[config.mk]
export PLATFORM = sky130hd
export DESIGN_NAME = uart_rx_path
export DESIGN_NICKNAME = d
export VERILOG_FILES = /design/src/rtl/uart_rx_path.sv
export SDC_FILE = /design/constraint.sdc
export NUM_CORES = 1
export LEC_CHECK = 0
export BUFFER_PORTS_ARGS = -buffer_cell sky130_fd_sc_hd__buf_4
export CORE_ASPECT_RATIO = 1.2
export CORE_MARGIN = 2
export CORE_UTILIZATION = 45
export DETAILED_ROUTE_END_ITERATION = 8
export PLACE_DENSITY = 0.63
export SYNTH_ARGS = -nofsm -noshare
export SYNTH_HDL_FRONTEND = slang
export SYNTH_SLANG_ARGS = --single-unit
[constraint.sdc]
create_clock -name clk_i -period 2.6 [get_ports clk_i]
set_input_delay 0.13 -clock clk_i [delete_from_list [all_inputs] [get_ports clk_i]]
set_output_delay 0.13 -clock clk_i [all_outputs]
set_load 0.02 [all_outputs]
[src/rtl/uart_rx_path.sv]
// Receive path of the UART: synchronizer, optional glitch filter, 16x oversampling receiver, receive FIFO.
// Define UART_RX_NOISE_FILTER_EN to add the 3-sample majority filter in front of the receiver.
module uart_rx_path #(
    parameter int Depth  = 16,
    parameter int DepthW = $clog2(Depth) + 1
) (
    input  logic              clk_i,
    input  logic              rst_ni,
    input  logic              rx_i,
    input  logic              rx_enable_i,
    input  logic [15:0]       nco_i,
    input  logic              parity_en_i,
    input  logic              parity_odd_i,
    input  logic              fifo_clr_i,
    input  logic              rready_i,
    output logic              rvalid_o,
    output logic [7:0]        rdata_o,
    output logic [DepthW-1:0] depth_o,
    output logic              full_o,
    output logic              idle_o,
    output logic              rx_valid_o,
    output logic              frame_err_o,
    output logic              parity_err_o,
    output logic              overflow_o
);

    localparam int PtrW = $clog2(Depth);
    localparam logic [DepthW-1:0] DepthFull = DepthW'(Depth);

    typedef enum logic [2:0] {IDLE, START, DATA, PARITY, STOP} state_e;

    logic sync1_q, sync2_q;
    logic rx_in;

    always_ff @(posedge clk_i) begin
        if (!rst_ni) begin
            sync1_q <= 1'b1;
            sync2_q <= 1'b1;
        end else begin
            sync1_q <= rx_i;
            sync2_q <= sync1_q;
        end
    end

`ifdef UART_RX_NOISE_FILTER_EN
    logic filt1_q, filt2_q;

    always_ff @(posedge clk_i) begin
        if (!rst_ni) begin
            filt1_q <= 1'b1;
            filt2_q <= 1'b1;
        end else begin
            filt1_q <= sync2_q;
            filt2_q <= filt1_q;
        end
    end

    // Two of three consecutive samples must agree, so a single-cycle glitch never reaches the receiver.
    assign rx_in = (sync2_q & filt1_q) | (sync2_q & filt2_q) | (filt1_q & filt2_q);
`else
    assign rx_in = sync2_q;
`endif

    logic [16:0] acc_q, acc_d;
    logic        tick;

    assign acc_d = rx_enable_i ? ({1'b0, acc_q[15:0]} + {1'b0, nco_i}) : acc_q;
    assign tick  = acc_q[16];

    always_ff @(posedge clk_i) begin
        if (!rst_ni) acc_q <= '0;
        else         acc_q <= acc_d;
    end

    state_e     state_q, state_d;
    logic [3:0] sub_q, sub_d;
    logic [2:0] bit_q, bit_d;
    logic [7:0] data_q, data_d;
    logic       perr_acc_q, perr_acc_d;
    logic       rx_valid_q, rx_valid_d;
    logic       frame_err_q, frame_err_d;
    logic       parity_err_q, parity_err_d;

    always_comb begin
        state_d      = state_q;
        sub_d        = sub_q;
        bit_d        = bit_q;
        data_d       = data_q;
        perr_acc_d   = perr_acc_q;
        rx_valid_d   = 1'b0;
        frame_err_d  = 1'b0;
        parity_err_d = 1'b0;
        if (!rx_enable_i) begin
            state_d = IDLE;
            sub_d   = '0;
            bit_d   = '0;
        end else if (tick) begin
            unique case (state_q)
                IDLE: begin
                    if (!rx_in) begin
                        state_d    = START;
                        sub_d      = '0;
                        bit_d      = '0;
                        perr_acc_d = 1'b0;
                    end
                end
                START: begin
                    // Mid-start check rejects short low pulses as false starts.
                    if (sub_q == 4'd7) begin
                        sub_d   = '0;
                        state_d = rx_in ? IDLE : DATA;
                    end else begin
                        sub_d = sub_q + 4'd1;
                    end
                end
                DATA: begin
                    sub_d = sub_q + 4'd1;
                    if (sub_q == 4'd15) begin
                        data_d = {rx_in, data_q[7:1]};
                        bit_d  = bit_q + 3'd1;
                        if (bit_q == 3'd7) state_d = parity_en_i ? PARITY : STOP;
                    end
                end
                PARITY: begin
                    sub_d = sub_q + 4'd1;
                    if (sub_q == 4'd15) begin
                        perr_acc_d = (^data_q) ^ parity_odd_i ^ rx_in;
                        state_d    = STOP;
                    end
                end
                STOP: begin
                    sub_d = sub_q + 4'd1;
                    if (sub_q == 4'd15) begin
                        state_d      = IDLE;
                        rx_valid_d   = 1'b1;
                        frame_err_d  = ~rx_in;
                        parity_err_d = perr_acc_q;
                    end
                end
                default: state_d = IDLE;
            endcase
        end
    end

    always_ff @(posedge clk_i) begin
        if (!rst_ni) begin
            state_q      <= IDLE;
            sub_q        <= '0;
            bit_q        <= '0;
            data_q       <= '0;
            perr_acc_q   <= 1'b0;
            rx_valid_q   <= 1'b0;
            frame_err_q  <= 1'b0;
            parity_err_q <= 1'b0;
        end else begin
            state_q      <= state_d;
            sub_q        <= sub_d;
            bit_q        <= bit_d;
            data_q       <= data_d;
            perr_acc_q   <= perr_acc_d;
            rx_valid_q   <= rx_valid_d;
            frame_err_q  <= frame_err_d;
            parity_err_q <= parity_err_d;
        end
    end

    assign idle_o       = (state_q == IDLE);
    assign rx_valid_o   = rx_valid_q;
    assign frame_err_o  = frame_err_q;
    assign parity_err_o = parity_err_q;

    logic [7:0]        mem_q [Depth];
    logic [PtrW-1:0]   wptr_q, rptr_q;
    logic [DepthW-1:0] count_q;
    logic              empty, full, pop, wr_en;

    function automatic logic [PtrW-1:0] ptr_inc(input logic [PtrW-1:0] p);
        return (p == PtrW'(Depth - 1)) ? '0 : p + PtrW'(1);
    endfunction

    assign empty = (count_q == '0);
    assign full  = (count_q == DepthFull);
    assign pop   = rready_i & ~empty;
    // A pop in the same cycle frees the slot, so a write into a full FIFO is still accepted then.
    assign wr_en = rx_valid_q & (~full | pop);

    always_ff @(posedge clk_i) begin
        if (!rst_ni || fifo_clr_i) begin
            wptr_q  <= '0;
            rptr_q  <= '0;
            count_q <= '0;
        end else begin
            if (wr_en) wptr_q <= ptr_inc(wptr_q);
            if (pop)   rptr_q <= ptr_inc(rptr_q);
            case ({wr_en, pop})
                2'b10:   count_q <= count_q + DepthW'(1);
                2'b01:   count_q <= count_q - DepthW'(1);
                default: count_q <= count_q;
            endcase
        end
    end

    always_ff @(posedge clk_i) begin
        if (rst_ni && !fifo_clr_i && wr_en) mem_q[wptr_q] <= data_q;
    end

    assign rvalid_o   = ~empty;
    assign full_o     = full;
    assign depth_o    = count_q;
    assign rdata_o    = empty ? 8'h00 : mem_q[rptr_q];
    assign overflow_o = rx_valid_q & full & ~pop;

endmodule

==> flow_results.xml <==
<?xml version="1.0" encoding="UTF-8"?>
<metrics>
  <group name="outcome">
    <metric name="outcome" unit="">completed</metric>
  </group>
  <group name="critical_path">
    <metric name="critPathBufInv" unit="">2</metric>
    <metric name="required" unit="ns">2.47</metric>
    <metric name="critPathCaptureType" unit="">primary output</metric>
    <metric name="worst_path_largest_cell_delay" unit="ns">0.52</metric>
    <metric name="reg2reg_slack" unit="ns">0.16</metric>
    <metric name="critical_path_arrival" unit="ns">2.34</metric>
    <metric name="worstPathCellList" unit="">buf_12, mux4_2, mux4_2, and2_1, buf_4</metric>
    <metric name="path_common_cell" unit="">sky130_fd_sc_hd__mux4_2</metric>
    <metric name="timing.critical_path.depth" unit="">5</metric>
    <metric name="regToRegStartpoint" unit="">acc_q[0]</metric>
    <metric name="r2r_cells" unit="">8</metric>
    <metric name="critical-path-slowest-cell" unit="">sky130_fd_sc_hd__mux4_2</metric>
    <metric name="crit_end" unit="">rdata_o[4]</metric>
    <metric name="worst_r2r_endpoint" unit="">acc_q[12]</metric>
    <metric name="crit_family" unit="">multiplexers</metric>
    <metric name="critical_path.startpoint_type" unit="">flip-flop</metric>
    <metric name="worstPathMaxFanout" unit="">10</metric>
    <metric name="worst-setup-path-type" unit="">flip-flop to primary output</metric>
  </group>
  <group name="cts">
    <metric name="cts_max_level" unit="">4</metric>
    <metric name="cts-root-to-sink-buffers" unit="">2</metric>
    <metric name="clkLatencyLatePin" unit="ns">0.42</metric>
    <metric name="cts-buffers-inserted" unit="">17</metric>
    <metric name="cts_root_buf" unit="">sky130_fd_sc_hd__clkbuf_16</metric>
    <metric name="clk_pin_slew_worst_paths" unit="ns">0.07</metric>
    <metric name="tritoncts" unit="">yes</metric>
    <metric name="clock_sink_count" unit="">186</metric>
  </group>
  <group name="layout">
    <metric name="post_route_cell_area" unit="um2">9600</metric>
    <metric name="area_overhead_vs_synth" unit="%">16.4</metric>
    <metric name="postLayoutCoreUtil" unit="%">53.0</metric>
    <metric name="num_antenna_cells" unit="">0</metric>
    <metric name="finish.net_count" unit="">712</metric>
    <metric name="drive_gt1_share" unit="%">21.8</metric>
  </group>
  <group name="global_routing">
    <metric name="use_met3" unit="%">3.16</metric>
    <metric name="grt_first_pass_wirelength" unit="mm">25.0</metric>
    <metric name="first_global_vias" unit="">4970</metric>
    <metric name="met2_usage_grt" unit="%">28.3</metric>
    <metric name="grt-busiest-layer" unit="">met2</metric>
    <metric name="overflow" unit="">0</metric>
    <metric name="groute.layer.met1.usage" unit="%">20.6</metric>
    <metric name="grt_start_max_net_pins" unit="">33</metric>
    <metric name="number_of_antenna_violations_at_the_first_check_in_global_routing" unit="">0</metric>
    <metric name="global_route.usage.total" unit="%">16.4</metric>
  </group>
  <group name="drt">
    <metric name="drc" unit="">0</metric>
    <metric name="drt-total-wl" unit="mm">15.4</metric>
    <metric name="detailroute.via_count" unit="">4946</metric>
    <metric name="route.antenna.remaining_nets" unit="">0</metric>
    <metric name="initialDrtViolationCount" unit="">376</metric>
    <metric name="drt-pass1-iter-count" unit="">4</metric>
    <metric name="routed_wire_length_per_instance" unit="um">17.2</metric>
    <metric name="vias_per_cell" unit="">5.50</metric>
  </group>
  <group name="sta">
    <metric name="timing.clock.skew" unit="ns">0.00834</metric>
    <metric name="post-route-period-util" unit="%">95.0</metric>
    <metric name="tightestPinTransition" unit="ns">0.667</metric>
    <metric name="relSlewSlack" unit="%">54.9</metric>
    <metric name="hold-worst-slack" unit="ns">0.0289</metric>
    <metric name="hold_violations" unit="">0</metric>
    <metric name="slew_viol_final" unit="">0</metric>
    <metric name="rsz0062_at_grt" unit="">false</metric>
    <metric name="maxClockFrequency" unit="MHz">405</metric>
    <metric name="period_needed" unit="ns">2.47</metric>
    <metric name="finalSetupViolations" unit="">0</metric>
    <metric name="setup_total_negative_slack" unit="ns">0</metric>
  </group>
  <group name="placed_design">
    <metric name="place.detailed.hpwl" unit="mm">10.7</metric>
    <metric name="gp_congestion" unit="">0.855</metric>
    <metric name="buffers_added_on_ports" unit="">43</metric>
    <metric name="place_area" unit="um2">8930</metric>
  </group>
  <group name="synth">
    <metric name="avgSynthCellArea" unit="um2">13.7</metric>
    <metric name="synthMostInstantiatedCell" unit="">sky130_fd_sc_hd__edfxtp_1</metric>
    <metric name="synth-adder-area-share" unit="%">4.03</metric>
    <metric name="synth_sequential_area_ratio" unit="%">60.7</metric>
    <metric name="largest_area_contributor_in_the_netlist" unit="">sky130_fd_sc_hd__edfxtp_1</metric>
    <metric name="number_of_instances_in_the_synthesized_netlist" unit="">601</metric>
    <metric name="synthSimpleGateAreaFrac" unit="%">10.4</metric>
    <metric name="yosys_register_bits" unit="">186</metric>
    <metric name="synth_common_cells" unit="">128 x sky130_fd_sc_hd__edfxtp_1, 58 x sky130_fd_sc_hd__dfxtp_1, 46 x sky130_fd_sc_hd__nor2_1</metric>
    <metric name="synthTopCellsByArea" unit="">sky130_fd_sc_hd__edfxtp_1 47%, sky130_fd_sc_hd__dfxtp_1 14%, sky130_fd_sc_hd__mux4_2 11%, sky130_fd_sc_hd__ha_1 3.8%, sky130_fd_sc_hd__xnor2_1 2.2%</metric>
    <metric name="synth_top_family_by_area" unit="">multiplexers</metric>
    <metric name="synth.distinct_cells" unit="">51</metric>
    <metric name="synthesized_area_fraction_occupied_by_ao_oa_aoi_and_oai_cells" unit="%">7.37</metric>
    <metric name="synthesis.area" unit="um2">8250</metric>
    <metric name="synthesis.nets" unit="">651</metric>
    <metric name="yosys_most_used_dff" unit="">sky130_fd_sc_hd__edfxtp_1</metric>
    <metric name="post_synth_edffs" unit="">128</metric>
    <metric name="synth_top_area_share" unit="%">46.6</metric>
    <metric name="share_of_cell_area_taken_by_muxes_after_synthesis" unit="%">12.7</metric>
    <metric name="synthXorXnorAreaFrac" unit="%">2.87</metric>
    <metric name="async_reset_ff_share" unit="%">0</metric>
    <metric name="synthesis.yosys.warnings" unit="">0</metric>
  </group>
  <group name="power_and_ir_drop">
    <metric name="vdd_drop_max" unit="mV">0.497</metric>
    <metric name="finalPower" unit="mW">6.20</metric>
    <metric name="power_density" unit="nW/um2">646</metric>
    <metric name="cellLeakagePower" unit="nW">3.61</metric>
  </group>
  <group name="floorplan">
    <metric name="initial_core_util" unit="%">45.6</metric>
    <metric name="core_area" unit="um2">18100</metric>
    <metric name="num_io_pins" unit="">44</metric>
    <metric name="floorplan.rows" unit="">54</metric>
    <metric name="die_height" unit="um">152</metric>
    <metric name="dieWidth" unit="um">128</metric>
    <metric name="floorplan.die_area" unit="um2">19400</metric>
  </group>
  <group name="min_path">
    <metric name="hold_path_class" unit="">primary input to flip-flop</metric>
  </group>
  <group name="job">
    <metric name="max_cap_violations" unit="">0</metric>
  </group>
</metrics>
metal layers:
layer,routed length [um],part of all wire [%]
met5,0,0
met4,264,1.7
met3,470,3.0
met2,7950,52
met1,6730,44
what timing repair did:
| action | 4_1_cts | 5_1_grt |
|---|---|---|
| endpoints found under the setup margin | 9 | 7 |
| cloned | 1 | 0 |
| setup buffers | 1 | 0 |
| resized for setup | 2 | 3 |
| endpoints found under the hold margin | 1 | 0 |
| hold buffers | 1 | 0 |
report_power, final:
part / internal [mW] / total (mW) / switching (mW)
sequential: 3.16 / 3.18 / 0.0233
clock: 1.52 / 2.58 / 1.06
combinational: 0.208 / 0.435 / 0.228
cell usage in the layout (no fill, tap or decap), types with 3 or more instances in the layout:
cell type	instances
sky130_fd_sc_hd__nand2_1	42
sky130_fd_sc_hd__and3_1	3
sky130_fd_sc_hd__o22ai_1	4
sky130_fd_sc_hd__nor2_1	46
sky130_fd_sc_hd__edfxtp_1	128
sky130_fd_sc_hd__dfxtp_1	57
sky130_fd_sc_hd__or3_1	3
sky130_fd_sc_hd__buf_4	64
sky130_fd_sc_hd__and2_1	12
sky130_fd_sc_hd__nand2b_1	8
sky130_fd_sc_hd__nor3_1	10
sky130_fd_sc_hd__xor2_1	6
sky130_fd_sc_hd__xnor2_1	21
sky130_fd_sc_hd__a31oi_1	7
sky130_fd_sc_hd__o21ai_0	23
sky130_fd_sc_hd__a211oi_1	4
sky130_fd_sc_hd__nand4_1	5
sky130_fd_sc_hd__ha_1	25
sky130_fd_sc_hd__a21o_1	9
sky130_fd_sc_hd__nand3_1	12
sky130_fd_sc_hd__clkbuf_16	21
sky130_fd_sc_hd__mux4_2	40
sky130_fd_sc_hd__clkinv_2	3
sky130_fd_sc_hd__mux2i_1	15
sky130_fd_sc_hd__a21oi_1	27
sky130_fd_sc_hd__o211a_1	3
sky130_fd_sc_hd__nand3b_1	4
sky130_fd_sc_hd__nor2b_1	17
sky130_fd_sc_hd__o21a_1	4
sky130_fd_sc_hd__nor3b_1	3
sky130_fd_sc_hd__inv_1	10
worst register-to-register path: stages (launching register included):
cell and delay [ns]:
sky130_fd_sc_hd__dfxtp_1 0.31, sky130_fd_sc_hd__ha_1 0.22, sky130_fd_sc_hd__fa_1 0.46, sky130_fd_sc_hd__a211oi_2 0.32, sky130_fd_sc_hd__o21ai_1 0.17, sky130_fd_sc_hd__a31oi_1 0.31
sky130_fd_sc_hd__a2bb2oi_2 0.21, sky130_fd_sc_hd__nor3_1 0.06, sky130_fd_sc_hd__a221o_1 0.26
final cells by class:
class                   instances  area [um2]
clock buffers                  25         564
clock inverters                 7        47.5
fillers                      1513        8510
inverters                      10        37.5
multi-input cells             378        3090
flip-flops and latches        186        5010
well taps                     224         280
repair buffers                 69         569
cell families (layout without fill, tap and decap cells):
logic type,Yosys count,after routing
and+or+nand+nor,173,173
buffers and inverters,37,111
AOI/OAI and AO/OA,97,97
DFF,186,186
muxes,55,55
xor gates and xnor gates,27,27
adders and majority gates,26,26
how the worst min path moves through the flow:
stage                  start         to  cells after the start
floorplan               rx_i    sync1_q                      1
global placement        rx_i    sync1_q                      2
detailed placement      rx_i    sync1_q                      2
CTS                 rready_i  rptr_q[1]                      3
global route          rst_ni      rx_in                      2
finish                rst_ni      rx_in                      2
flip-flops by register name (all words and copies together), names as in the netlist, named ones only:
| signal | flops |
|---|---|
| mem_q | 128 |
| acc_q | 17 |
| data_q | 8 |
| depth_o | 5 |
| rptr_q | 4 |
| sub_q | 4 |
| wptr_q | 4 |
| bit_q | 3 |
| state_q | 3 |
| frame_err_o | 1 |
| parity_err_o | 1 |
| perr_acc_q | 1 |
| rx_in | 1 |
| rx_valid_o | 1 |
| sync1_q | 1 |
per-stage QoR:
stage               std cells  worst slack [ns]
floorplan                 601             0.210
global placement          864             0.112
detailed placement        864           0.00517
CTS                       899            0.0191
global route              899           0.00489
finish                    899             0.129
(Power assumes the default switching activity.)
